File: src/rtl/neo_spr_pkg.sv
// Shared sprite-pipeline types and constants: draw FSM states and the
// horizontal-shrink mask table used by the X-position/shrink stage.
package neo_spr_pkg;

  localparam int SPR_TILE_W = 16;

  typedef enum logic {
    IDLE = 1'b0,
    DRAW = 1'b1
  } spr_state_e;

  // Entry s draws s+1 pixels. Each entry adds one pixel to the previous
  // entry, spreading them across the tile so a narrow sprite samples the
  // whole tile instead of only its left edge.
  localparam logic [15:0] HSHRINK_TABLE [16] = '{
    16'h0100, 16'h0101, 16'h1101, 16'h1111,
    16'h1511, 16'h1515, 16'h5515, 16'h5555,
    16'h5755, 16'h5757, 16'h7757, 16'h7777,
    16'h7F77, 16'h7F7F, 16'hFF7F, 16'hFFFF
  };

endpackage

File: src/rtl/spr_hshrink_xpos_if.sv
// Sprite parameter handshake from the third stage of the sprite pipeline.
interface spr_hshrink_xpos_if #(
  parameter int XW = 9
);
  logic          spr_valid;
  logic          spr_ready;
  logic          spr_chain;
  logic [3:0]    spr_hshrink;
  logic [XW-1:0] spr_xpos;

  modport master (
    output spr_valid, spr_chain, spr_hshrink, spr_xpos,
    input  spr_ready
  );

  modport slave (
    input  spr_valid, spr_chain, spr_hshrink, spr_xpos,
    output spr_ready
  );
endinterface

File: src/rtl/hshrink_mask_rom.sv
// Combinational lookup: 4-bit horizontal shrink to 16-pixel draw mask.
module hshrink_mask_rom
  import neo_spr_pkg::*;
(
  input  logic [3:0]  hshrink,
  output logic [15:0] mask
);

  assign mask = HSHRINK_TABLE[hshrink];

endmodule

File: src/rtl/spr_hshrink_xpos.sv
// Resolves sprite X (absolute or chained), expands the shrink mask and steps
// the 16 tile pixels at pixel rate, producing line-buffer writes.
module spr_hshrink_xpos
  import neo_spr_pkg::*;
#(
  parameter int XW     = 9,
  parameter int TILE_W = SPR_TILE_W
) (
  input  logic                CLK,
  input  logic                RESETP,
  input  logic                pix_en,
  input  logic                new_line,
  input  logic                flip,
  spr_hshrink_xpos_if.slave   spr,
  output logic [XW-1:0]       x_start,
  output logic                lb_we,
  output logic [XW-1:0]       lb_addr,
  output logic [3:0]          pix_idx,
  output logic                spr_done
);

  localparam int SW = $clog2(TILE_W);

  spr_state_e    state, state_nxt;
  logic [SW-1:0] step;
  logic [15:0]   mask;
  logic [XW-1:0] cur;
  logic [XW-1:0] prev_x;
  logic [4:0]    prev_w;

  logic          accept;
  logic          draw_step;
  logic          last_step;
  logic [SW-1:0] pix_sel;
  logic [XW-1:0] x_new;
  logic [15:0]   rom_mask;

  hshrink_mask_rom u_mask_rom (
    .hshrink (spr.spr_hshrink),
    .mask    (rom_mask)
  );

  assign spr.spr_ready = (state == IDLE);

  // A chained sprite starts where the previous one stopped drawing.
  assign x_new   = spr.spr_chain ? (prev_x + XW'(prev_w)) : spr.spr_xpos;
  assign pix_sel = flip ? (SW'(TILE_W - 1) - step) : step;

  always_comb begin
    // NOTE: every output gets a default first, so no path can infer a latch.
    state_nxt = state;
    accept    = 1'b0;
    draw_step = 1'b0;
    last_step = 1'b0;
    unique case (state)
      IDLE: begin
        if (spr.spr_valid && !new_line) begin
          accept    = 1'b1;
          state_nxt = DRAW;
        end
      end
      DRAW: begin
        if (pix_en && !new_line) begin
          draw_step = 1'b1;
          if (step == SW'(TILE_W - 1)) begin
            last_step = 1'b1;
            state_nxt = IDLE;
          end
        end
      end
    endcase
    if (new_line) state_nxt = IDLE;
  end

  always_ff @(posedge CLK) begin
    if (!RESETP) state <= IDLE;
    else         state <= state_nxt;
  end

  // NOTE: sequential state uses non-blocking assignments only, so every
  // register samples the values from before the clock edge.
  always_ff @(posedge CLK) begin
    if (!RESETP) begin
      x_start  <= '0;
      lb_we    <= 1'b0;
      lb_addr  <= '0;
      pix_idx  <= '0;
      spr_done <= 1'b0;
      step     <= '0;
      mask     <= '0;
      cur      <= '0;
      prev_x   <= '0;
      prev_w   <= '0;
    end else begin
      lb_we    <= 1'b0;
      spr_done <= 1'b0;
      if (new_line) begin
        prev_x <= '0;
        prev_w <= '0;
      end else if (accept) begin
        x_start <= x_new;
        prev_x  <= x_new;
        prev_w  <= 5'(spr.spr_hshrink) + 5'd1;
        mask    <= rom_mask;
        step    <= '0;
        cur     <= x_new;
      end else if (draw_step) begin
        pix_idx <= 4'(pix_sel);
        if (mask[pix_sel]) begin
          lb_we   <= 1'b1;
          lb_addr <= cur;
          cur     <= cur + XW'(1);
        end
        step <= step + SW'(1);
        if (last_step) spr_done <= 1'b1;
      end
    end
  end

endmodule

File: src/flat_wrapper.sv
// flat-port wrapper written by rule: the top's interface ports become plain ports
module spr_hshrink_xpos_flat import neo_spr_pkg::*;
#(
  parameter int XW     = 9,
  parameter int TILE_W = SPR_TILE_W
)
  (CLK, RESETP, pix_en, new_line, flip, x_start, lb_we, lb_addr, pix_idx, spr_done, spr_spr_valid, spr_spr_chain, spr_spr_hshrink, spr_spr_xpos, spr_spr_ready);
  spr_hshrink_xpos_if #(.XW(XW)) spr_i ();
  input  logic CLK;
  input  logic RESETP;
  input  logic pix_en;
  input  logic new_line;
  input  logic flip;
  output logic [XW-1:0] x_start;
  output logic lb_we;
  output logic [XW-1:0] lb_addr;
  output logic [3:0] pix_idx;
  output logic spr_done;
  input wire logic [$bits(spr_i.spr_valid)-1:0] spr_spr_valid;
  input wire logic [$bits(spr_i.spr_chain)-1:0] spr_spr_chain;
  input wire logic [$bits(spr_i.spr_hshrink)-1:0] spr_spr_hshrink;
  input wire logic [$bits(spr_i.spr_xpos)-1:0] spr_spr_xpos;
  output wire logic [$bits(spr_i.spr_ready)-1:0] spr_spr_ready;
  assign spr_i.spr_valid = spr_spr_valid;
  assign spr_i.spr_chain = spr_spr_chain;
  assign spr_i.spr_hshrink = spr_spr_hshrink;
  assign spr_i.spr_xpos = spr_spr_xpos;
  assign spr_spr_ready = spr_i.spr_ready;
  spr_hshrink_xpos #(.XW(XW), .TILE_W(TILE_W)) u_core (.CLK(CLK), .RESETP(RESETP), .pix_en(pix_en), .new_line(new_line), .flip(flip), .spr(spr_i), .x_start(x_start), .lb_we(lb_we), .lb_addr(lb_addr), .pix_idx(pix_idx), .spr_done(spr_done));
endmodule
File: config.mk
export PLATFORM = sky130hd
export DESIGN_NAME = spr_hshrink_xpos_flat
export DESIGN_NICKNAME = d
export VERILOG_FILES = /design/src/rtl/neo_spr_pkg.sv /design/src/rtl/spr_hshrink_xpos_if.sv /design/src/rtl/hshrink_mask_rom.sv /design/src/rtl/spr_hshrink_xpos.sv /design/src/flat_wrapper.sv
export SDC_FILE = /design/constraint.sdc
export NUM_CORES = 1
export LEC_CHECK = 0
export ABC_AREA = 0
export ABC_CLOCK_PERIOD_IN_PS = 6800
export CAP_MARGIN = 25
export CORE_UTILIZATION = 60
export DETAILED_ROUTE_END_ITERATION = 16
export GPL_TIMING_DRIVEN = 0
export HOLD_SLACK_MARGIN = 0.15
export PLACE_DENSITY = 0.88
export SLEW_MARGIN = 20
export SYNTH_ARGS = -nofsm -noshare
export SYNTH_HDL_FRONTEND = slang
export SYNTH_SLANG_ARGS = --single-unit
File: constraint.sdc
create_clock -name CLK -period 6.8 [get_ports CLK]
set_clock_uncertainty 0.2 [all_clocks]
set_input_delay 1.36 -clock CLK [delete_from_list [all_inputs] [get_ports CLK]]
set_output_delay 1.36 -clock CLK [all_outputs]
set_load 0.1 [all_outputs]
==> results of run 1 <==
## per-stage QoR
| step | setup slack (ns) | hold slack [ns] | instances | area (µm²) | utilization |
|---|---|---|---|---|---|
| floorplan | 3.41 | 0.232 | 422 | 3510 | - |
| detailed placement | 2.60 | 0.247 | 536 | 4020 | 0.721 |
| finish | 2.81 | 0.253 | 551 | 4260 | 0.763 |
| global placement | 2.66 | 0.239 | 536 | 4020 | 0.721 |
| global route | 2.59 | 0.288 | 551 | 4260 | 0.763 |
| CTS | 2.88 | 0.256 | 551 | 4260 | 0.763 |
## worst min path at each step
| stage | from | end | slack (ns) | depth (start not counted) |
|---|---|---|---|---|
| 5_1_grt | u_core.mask[3]$_SDFFE_PN0P_ | u_core.mask[3]$_SDFFE_PN0P_ | 0.29 | 2 |
| 3_5_place_dp | u_core.x_start[8]$_SDFFE_PN0P_ | u_core.x_start[8]$_SDFFE_PN0P_ | 0.25 | 2 |
| 3_3_place_gp | u_core.mask[1]$_SDFFE_PN0P_ | u_core.mask[1]$_SDFFE_PN0P_ | 0.24 | 2 |
| 2_1_floorplan | u_core.mask[5]$_SDFFE_PN0P_ | u_core.mask[5]$_SDFFE_PN0P_ | 0.23 | 2 |
| 6_report | u_core.mask[3]$_SDFFE_PN0P_ | u_core.mask[3]$_SDFFE_PN0P_ | 0.25 | 2 |
| 4_1_cts | u_core.mask[3]$_SDFFE_PN0P_ | u_core.mask[3]$_SDFFE_PN0P_ | 0.26 | 2 |
## cells in the mapped netlist, types with 2 or more instances
library cell  instances  area share
nor3b_1               3      0.0064
inv_1                13       0.014
dfxtp_1              68        0.39
buf_6                 2      0.0064
or3_1                 2      0.0036
xor2_1                7       0.017
or3b_1                4       0.010
nor3_1                9       0.013
a21oi_1              41       0.059
nor4_1                3      0.0054
a21o_1                3      0.0064
xnor2_1               4       0.010
and3_1               11       0.020
a211oi_2              3       0.011
o211ai_1              2      0.0043
clkbuf_1             19       0.020
buf_1                 4      0.0043
nor2_1               58       0.062
buf_2                 6      0.0086
and2_1                2      0.0036
mux2i_1              19       0.054
nand2_1              36       0.039
nand3b_1              8       0.017
a211oi_1             15       0.032
o21ai_0               9       0.013
ha_1                 11       0.039
nand3_1              10       0.014
nand4_1               7       0.012
o31a_1                2      0.0050
nor2b_1               5      0.0089
a311oi_1              5       0.012
nand2b_1              7       0.012
o21a_1                2      0.0043
## layer usage
metal	GRT usage	vias up	part of all wire
li1	-	1595	-
met1	0.393	1608	0.42
met2	0.504	167	0.47
met3	0.0651	35	0.074
met5	0	-	0
met4	0.128	0	0.028
## cells by family (layout without fill, tap and decap cells)
| family | count (synthesis) | after routing | share of synthesized area |
|---|---|---|---|
| xor+xnor | 11 | 11 | 0.0275 |
| fa+ha+maj | 12 | 12 | 0.0450 |
| buf+inv | 46 | 103 | 0.0614 |
| mux | 19 | 19 | 0.0542 |
| flops | 68 | 68 | 0.388 |
| compound gates | 95 | 95 | 0.180 |
| simple gates | 171 | 171 | 0.244 |
## flip-flops by register name, indices dropped and copies added, names as in the netlist, 4 cells and up
name / count
u_core.step: 4
u_core.cur: 9
u_core.prev_x: 9
u_core.mask: 16
u_core.lb_addr: 9
u_core.pix_idx: 4
u_core.prev_w: 5
u_core.x_start: 9
## layout make-up
type,instances,area (µm²),share of cell area
multi-input combinational,308,1930,0.454
sequential,68,1360,0.320
tap,72,90.1,0.0212
clock inverter,6,114,0.0268
timing repair buffer,42,420,0.0988
clock buffer,9,124,0.0291
buffer,33,166,0.0391
inverter,13,48.8,0.0115
## critical path, stage by stage
cell and delay [ns]:
clkdlybuf4s50_1 0.44, nor2b_1 0.11, clkbuf_1 0.39, nor2b_1 0.22
clkbuf_1 0.28, clkbuf_1 0.39, buf_1 0.46, o211ai_1 0.20
a21oi_1 0.19
## power by group through the flow
stage          clock network [µW]  registers [µW]  logic [µW]
5_1_grt                       420             424         134
2_1_floorplan                   0             453        61.3
3_3_place_gp                    0             431         119
6_report                      400             423         125
3_5_place_dp                    0             432         122
4_1_cts                       401             423         124
==> impl_metrics.env, run 1 <==
export IMPL_wl_per_cell_um=16.6
export IMPL_via_per_inst=6.18
export IMPL_layout_nets=507
export IMPL_leakage_uw=0.00161
export IMPL_ys_ff_latch=68
export IMPL_crit_start="spr_spr_valid"
export IMPL_core_um2=5570
export IMPL_p_int_uw=696
export IMPL_syn_area_per_cell_um2=8.31
export IMPL_comb_power_share=0.132
export IMPL_critPathRequiredTime_ns=6.86
export IMPL_drc_errors=0
export IMPL_grt_setup_unrepaired="false"
export IMPL_clkSinkCount=68
export IMPL_finalHoldViolCount=0
export IMPL_postCtsSetupRepairBufs=0
export IMPL_max_cap_viol_count=0
export IMPL_drive_above_1_share=0.0668
export IMPL_fin_crit_sh=0.587
export IMPL_max_slew_margin=0.333
export IMPL_ys_seq_area_frac=0.388
export IMPL_cts_resized=0
export IMPL_finalPower_uw=948
export IMPL_pwr_share_clk=0.421
export IMPL_grt_overflow=0
export IMPL_place_congestion=0.943
export IMPL_netlist_instances=422
export IMPL_crit_type="in2reg"
export IMPL_hold_class="reg2reg"
export IMPL_vias=3405
export IMPL_cts_buffers_inserted=9
export IMPL_power_density_nw_per_um2=223
export IMPL_reg2reg_setup_slack_ns=3.92
export IMPL_syn_cell_area_um2=3510
export IMPL_synth_distinct_cells=55
export IMPL_ys_dominant_reg_cell="dfxtp_1"
export IMPL_p_sw_uw=253
export IMPL_async_flop_share=0
export IMPL_cp_endpoint="u_core.mask[1]$_SDFFE_PN0P_"
export IMPL_synth_fp_nets=454
export IMPL_final_cell_mix="68 x dfxtp_1, 58 x nor2_1, 42 x clkdlybuf4s50_1"
export IMPL_design_portCount=45
export IMPL_timing_fmax_ghz=0.251
export IMPL_worst_slew_pin_slew_ns=0.998
export IMPL_fp_dieArea_um2=6160
export IMPL_worstSetupStartpointType="input port"
export IMPL_first_pass_iters=8
export IMPL_htree_levels=3
export IMPL_start_util=0.629
export IMPL_num_rows=27
export IMPL_final_common_cell="dfxtp_1"
export IMPL_area_delta_synth_final_pct=21.3
export IMPL_place_port_buffers=42
export IMPL_vdd_drop_max_v=0.000156
export IMPL_cp_max_fo=10
export IMPL_seq_power_share=0.446
export IMPL_tns_ns=0
export IMPL_critPathArrivalTime_ns=4.05
export IMPL_r2r_worst_path_cells=8
export IMPL_run_status="complete, no violations"
export IMPL_worstSetupEndpointType="flip-flop"
export IMPL_place_hpwl_um=6370
export IMPL_fillers=423
export IMPL_drtIter0Drc=416
export IMPL_die_w_um=78.5
export IMPL_cts_root_buf="clkbuf_8"
export IMPL_holdBufCountCts=0
export IMPL_drt_total_wl_um=9120
export IMPL_die_h_um=78.5
export IMPL_worst_skew_pair_late_latency_ns=0.34
export IMPL_grt_max_degree=13
export IMPL_swShare=0.266
export IMPL_r2r_end="u_core.mask[1]$_SDFFE_PN0P_"
export IMPL_grtUsageTotal=0.308
export IMPL_synth_edff_count=0
export IMPL_cts_path_max_buffers=2
export IMPL_grt_pass1_wl_um=14700
export IMPL_grt_pass1_vias=3117
export IMPL_clkTransAtPathRegs_ns=0.07
export IMPL_min_period_ns=3.99
export IMPL_reg2reg_from="u_core.state$_SDFF_PP0_"
export IMPL_slew_viol_final=0
export IMPL_cts_tree="built"
export IMPL_setup_viol=0
export IMPL_detail_route_antenna_nets=0
export IMPL_yosys_warnings=0
export IMPL_antenna_found_initial=0
export IMPL_n_antenna_cell=0
Note: power is estimated with default switching activity, not from simulation.
==> run 2: changes to the inputs <==
--- a/config.mk
+++ b/config.mk
@@ -6,13 +6,13 @@
 export NUM_CORES = 1
 export LEC_CHECK = 0
 export ABC_AREA = 0
-export ABC_CLOCK_PERIOD_IN_PS = 6800
+export ABC_CLOCK_PERIOD_IN_PS = 3680
 export CAP_MARGIN = 25
-export CORE_UTILIZATION = 60
+export CORE_UTILIZATION = 55
 export DETAILED_ROUTE_END_ITERATION = 16
 export GPL_TIMING_DRIVEN = 0
 export HOLD_SLACK_MARGIN = 0.15
-export PLACE_DENSITY = 0.88
+export PLACE_DENSITY = 0.81
 export SLEW_MARGIN = 20
 export SYNTH_ARGS = -nofsm -noshare
 export SYNTH_HDL_FRONTEND = slang
==> constraint.sdc (replaced) <==
create_clock -name CLK -period 3.68 [get_ports CLK]
set_clock_uncertainty 0.2 [all_clocks]
set_input_delay 0.736 -clock CLK [delete_from_list [all_inputs] [get_ports CLK]]
set_output_delay 0.736 -clock CLK [all_outputs]
set_load 0.1 [all_outputs]
==> run 2 against run 1 <==
Net effect:
- largest power group unchanged
- total power up 80%
- setup slack got worse by 2.4 ns
- sequential cell count stayed put
- sequential share of layout area rose by 0.14 points
==> impl_metrics.env, run 2 (synthesized netlist as in run 1, its figures left out) <==
export IMPL_holdBufCountCts=0
export IMPL_pwr_share_clk=0.408
export IMPL_min_period_ns=3.29
export IMPL_setup_viol=0
export IMPL_antenna_found_initial=0
export IMPL_layout_nets=507
export IMPL_fp_dieArea_um2=6700
export IMPL_start_util=0.582
export IMPL_grtUsageTotal=0.289
export IMPL_power_density_nw_per_um2=402
export IMPL_place_hpwl_um=6320
export IMPL_dpl_instance_area_um2=4020
export IMPL_p_sw_uw=470
export IMPL_wl_per_cell_um=15.8
export IMPL_final_common_cell="dfxtp_1"
export IMPL_drt_total_wl_um=8750
export IMPL_finalHoldViolCount=0
export IMPL_fin_crit_sh=0.895
export IMPL_max_slew_margin=0.355
export IMPL_stdcell_area_um2=4240
export IMPL_grt_setup_unrepaired="false"
export IMPL_cts_buffers_inserted=9
export IMPL_first_pass_iters=4
export IMPL_p_int_uw=1230
export IMPL_grt_max_degree=12
export IMPL_worstSetupEndpointType="flip-flop"
export IMPL_cts_resized=0
export IMPL_wl_met3_um=538
export IMPL_leakage_uw=0.00160
export IMPL_place_congestion=0.898
export IMPL_clkTransAtPathRegs_ns=0.07
export IMPL_final_cell_mix="68 x dfxtp_1, 58 x nor2_1, 42 x clkdlybuf4s50_1"
export IMPL_topRoutingLayerUsed="met4"
export IMPL_cts_path_max_buffers=2
export IMPL_critPathArrivalTime_ns=3.38
export IMPL_core_um2=6030
export IMPL_fillers=495
export IMPL_grt_pass1_wl_um=14300
export IMPL_worstSetupStartpointType="input port"
export IMPL_grt_pass1_vias=3001
export IMPL_vdd_drop_max_v=0.000255
export IMPL_die_h_um=81.9
export IMPL_grt_overflow=0
export IMPL_via_per_inst=5.88
export IMPL_design_portCount=45
export IMPL_crit_type="in2reg"
export IMPL_finalPower_uw=1700
export IMPL_vias=3255
export IMPL_regMostFlops="u_core.mask"
export IMPL_worst_skew_pair_late_latency_ns=0.36
export IMPL_postCtsSetupRepairBufs=0
export IMPL_drc_errors=0
export IMPL_timing_fmax_ghz=0.304
export IMPL_clkSinkCount=68
export IMPL_cts_root_buf="clkbuf_8"
export IMPL_n_antenna_cell=0
export IMPL_die_w_um=81.9
export IMPL_max_cap_viol_count=0
export IMPL_worst_slew_pin_slew_ns=0.965
export IMPL_drive_above_1_share=0.0647
export IMPL_num_rows=28
export IMPL_htree_levels=3
export IMPL_comb_power_share=0.134
export IMPL_critPathRequiredTime_ns=3.76
export IMPL_cts_tree="built"
export IMPL_seq_power_share=0.458
export IMPL_detail_route_antenna_nets=0
export IMPL_area_delta_synth_final_pct=20.8
export IMPL_hold_class="reg2reg"
export IMPL_tns_ns=0
export IMPL_swShare=0.276
export IMPL_drt_met1_wl_um=4070
export IMPL_drtIter0Drc=258
export IMPL_run_status="complete, no violations"
export IMPL_cp_max_fo=10
export IMPL_wl_met2_um=4000
export IMPL_place_port_buffers=42
export IMPL_slew_viol_final=0
export IMPL_largest_reg_flops=16
==> run 2: cell count changes in the layout (fill, tap and decap cells not counted), sizes merged <==
| cell | delta |
|---|---|
| clkbuf | +2 |
| clkinvlp | -2 |
| clkinv | +1 |
| bufinv | -1 |
==> run 2: metal layers <==
| metal | track usage | up-vias |
|---|---|---|
| met3 | 0.0622 | 14 |
| met5 | 0 | - |
| li1 | - | 1596 |
| met4 | 0.109 | 0 |
| met1 | 0.392 | 1524 |
| met2 | 0.449 | 121 |
==> run 2: final timing paths <==
check,endpoint,cells past startpoint,slack [ns],startpoint
hold reg to reg,u_core.mask[1]$_SDFFE_PN0P_,2,0.25,u_core.mask[1]$_SDFFE_PN0P_
setup / recovery,u_core.mask[5]$_SDFFE_PN0P_,9,0.39,spr_spr_valid
setup reg to reg,u_core.mask[5]$_SDFFE_PN0P_,8,0.88,u_core.state$_SDFF_PP0_
hold / removal,u_core.mask[1]$_SDFFE_PN0P_,2,0.25,u_core.mask[1]$_SDFFE_PN0P_
==> run 2: power groups by stage <==
stage               clock network (µW)  logic [µW]  registers (µW)
CTS                                692         226             781
global route                       729         248             784
finish                             696         228             781
floorplan                            0         113             837
global placement                     0         221             797
detailed placement                   0         225             798
==> run 2: area by class of cell <==
cell class | instances | area (µm²) | area share
Multi-Input combinational cell | 308 | 1930 | 0.456
Sequential cell | 68 | 1360 | 0.321
Timing Repair Buffer | 42 | 420 | 0.0992
Buffer | 33 | 166 | 0.0393
Clock buffer | 11 | 141 | 0.0334
Tap cell | 75 | 93.8 | 0.0222
Clock inverter | 4 | 73.8 | 0.0174
Inverter | 13 | 48.8 | 0.0115
==> run 2: metrics by stage <==
stage / util / worst slack [ns] / hold slack (ns) / std cells
floorplan: - / 0.913 / 0.232 / 422
global placement: 0.667 / 0.111 / 0.241 / 539
detailed placement: 0.667 / 0.0715 / 0.245 / 539
CTS: 0.703 / 0.417 / 0.253 / 554
global route: 0.703 / 0.0701 / 0.278 / 554
finish: 0.703 / 0.386 / 0.253 / 554
==> run 2: worst max-delay path: stages <==
cell and delay, ns:
clkdlybuf4s50_1 0.45, nor2b_1 0.11, clkbuf_1 0.37, nor2b_1 0.23
clkbuf_1 0.28, clkbuf_1 0.41, buf_1 0.43, nand3b_1 0.18
a21oi_1 0.17
==> run 3: changes to the inputs <==
--- a/config.mk
+++ b/config.mk
@@ -6,13 +6,14 @@
 export NUM_CORES = 1
 export LEC_CHECK = 0
 export ABC_AREA = 0
-export ABC_CLOCK_PERIOD_IN_PS = 3680
+export ABC_CLOCK_PERIOD_IN_PS = 3780
 export CAP_MARGIN = 25
 export CORE_UTILIZATION = 55
 export DETAILED_ROUTE_END_ITERATION = 16
 export GPL_TIMING_DRIVEN = 0
 export HOLD_SLACK_MARGIN = 0.15
 export PLACE_DENSITY = 0.81
+export REMOVE_ABC_BUFFERS = 1
 export SLEW_MARGIN = 20
 export SYNTH_ARGS = -nofsm -noshare
 export SYNTH_HDL_FRONTEND = slang
==> constraint.sdc (replaced) <==
create_clock -name CLK -period 3.78 [get_ports CLK]
set_clock_uncertainty 0.2 [all_clocks]
set_input_delay 0.756 -clock CLK [delete_from_list [all_inputs] [get_ports CLK]]
set_output_delay 0.756 -clock CLK [all_outputs]
set_load 0.1 [all_outputs]
==> run 3 against run 2 <==
Net effect:
- cell count decreased by 5.2%
- first-iteration DRC count shrank 52%
- largest power group unchanged
- final area is 2.8% lower
- die area unchanged
- clock power shrank 12%
- wire length fell by 9.0%
- largest cell class unchanged
==> impl_metrics.env, run 3 (synthesized netlist as in run 1, its figures left out) <==
export IMPL_run_status="complete, no violations"
export IMPL_largest_reg_flops=16
export IMPL_clkTransAtPathRegs_ns=0.07
export IMPL_cts_buffers_inserted=9
export IMPL_dpl_instance_area_um2=3910
export IMPL_grt_max_degree=41
export IMPL_finalPower_uw=1590
export IMPL_crit_type="in2reg"
export IMPL_start_util=0.582
export IMPL_n_antenna_cell=0
export IMPL_cts_root_buf="clkbuf_8"
export IMPL_utilization=0.683
export IMPL_drc_errors=0
export IMPL_final_common_cell="dfxtp_1"
export IMPL_core_um2=6030
export IMPL_vdd_drop_max_v=0.000257
export IMPL_critPathArrivalTime_ns=3.41
export IMPL_fin_crit_sh=0.904
export IMPL_dpl_cell_count=509
export IMPL_place_congestion=0.812
export IMPL_max_cap_viol_count=0
export IMPL_vias=3093
export IMPL_wl_per_cell_um=15.2
export IMPL_stdcell_area_um2=4120
export IMPL_die_h_um=81.9
export IMPL_tns_ns=0
export IMPL_clkSinkCount=68
export IMPL_max_slew_margin=0.349
export IMPL_fp_dieArea_um2=6700
export IMPL_place_hpwl_um=5260
export IMPL_worstSetupEndpointType="flip-flop"
export IMPL_layout_cells_non_filler=525
export IMPL_drt_total_wl_um=7960
export IMPL_final_cell_mix="68 x dfxtp_1, 58 x nor2_1, 44 x clkdlybuf4s50_1"
export IMPL_drtIter0Drc=123
export IMPL_holdBufCountCts=0
export IMPL_multi_input_area_um2=1940
export IMPL_timing_fmax_ghz=0.293
export IMPL_hold_class="reg2reg"
export IMPL_drive_above_1_share=0.0600
export IMPL_finalHoldViolCount=0
export IMPL_place_port_buffers=44
export IMPL_register_area_um2=1360
export IMPL_worst_skew_pair_late_latency_ns=0.35
export IMPL_slowest_stage="clkdlybuf4s50_1"
export IMPL_detail_route_antenna_nets=0
export IMPL_cts_path_max_buffers=2
export IMPL_fillers=511
export IMPL_path_cells="clkdlybuf4s50_1, nor3b_1, a211o_1, nor4_1, a211oi_2, and2_4, mux2i_1, a211oi_2"
export IMPL_worst_slew_pin_slew_ns=0.973
export IMPL_crit_start="flip"
export IMPL_num_rows=28
export IMPL_leakage_uw=0.00154
export IMPL_grtUsageTotal=0.257
export IMPL_layout_nets=477
export IMPL_critPathRequiredTime_ns=3.78
export IMPL_slew_viol_final=0
export IMPL_cts_tree="built"
export IMPL_power_density_nw_per_um2=387
export IMPL_area_delta_synth_final_pct=17.4
export IMPL_design_portCount=45
export IMPL_cp_max_fo=18
export IMPL_cpMostUsedCell="a211oi_2"
export IMPL_grt_pass1_wl_um=13100
export IMPL_reg2reg_from="u_core.step[1]$_SDFFE_PN0P_"
export IMPL_die_w_um=81.9
export IMPL_worstSetupStartpointType="input port"
export IMPL_first_pass_iters=4
export IMPL_grt_setup_unrepaired="false"
export IMPL_setup_viol=0
export IMPL_via_per_inst=5.89
export IMPL_htree_levels=3
export IMPL_hp_start="u_core.mask[3]$_SDFFE_PN0P_"
export IMPL_critical_path_max_stage_delay_ns=0.84
export IMPL_min_period_ns=3.42
export IMPL_grt_pass1_vias=2834
export IMPL_regMostFlops="u_core.mask"
export IMPL_antenna_found_initial=0
export IMPL_grt_overflow=0
export IMPL_postCtsSetupRepairBufs=0
run 3: cell types whose count changed in the layout (fill, tap and decap cells not counted), moves of 2 or more:
cell             change
clkbuf_1            -19
buf_6                -2
buf_2                -6
buf_1                -4
clkdlybuf4s50_1      +2
run 3: timing repair:
item                       CTS  global route
gates resized for setup      1             1
pin swaps                    0             0
setup endpoints to repair    1             4
run 3: cell type report:
type / count / area share
Tap cell: 75 / 0.0228
Timing Repair Buffer: 45 / 0.114
Multi-Input combinational cell: 308 / 0.472
Clock buffer: 12 / 0.0377
Clock inverter: 4 / 0.0115
Sequential cell: 68 / 0.331
Inverter: 13 / 0.0119
run 3: final timing paths:
| path | to | slack (ns) | depth (start not counted) |
|---|---|---|---|
| worst max register to register | u_core.cur[1]$_SDFFE_PN0P_ | 0.71 | 7 |
| worst max-delay path | u_core.cur[1]$_SDFFE_PN0P_ | 0.36 | 8 |
| worst min-delay path | u_core.mask[3]$_SDFFE_PN0P_ | 0.25 | 2 |
| worst min register to register | u_core.mask[3]$_SDFFE_PN0P_ | 0.25 | 2 |
run 3: power breakdown:
part / internal [µW] / leakage [µW] / switching, µW / total, µW
combinational: 75.6 / 0.000880 / 140 / 216
clock: 339 / 0.000102 / 277 / 615
sequential: 741 / 0.000553 / 19.8 / 760
total: 1150 / 0.00154 / 437 / 1590
run 3: per-stage QoR:
stage | setup slack [ns] | hold WS, ns
after CTS | 0.256 | 0.256
after floorplan | -0.357 | 0.232
after global routing | 0.120 | 0.273
final | 0.363 | 0.254
after detailed placement | -0.369 | 0.247
after global placement | -2.09 | 0.243
run 3: metal layers:
metal  vias up  part of all wire  global-route usage
met5         -                 0                   0
met4         0             0.018               0.114
met3        12             0.043              0.0511
met2        90              0.50               0.445
met1      1454              0.44               0.304
li1       1537                 -                   -
run 3: critical path, delay by kind of cell:
| kind | cells | cell delay (ns) |
|---|---|---|
| mux | 1 | 0.25 |
| simple gates | 3 | 0.81 |
| buf+inv | 1 | 0.84 |
| compound gates | 3 | 0.75 |
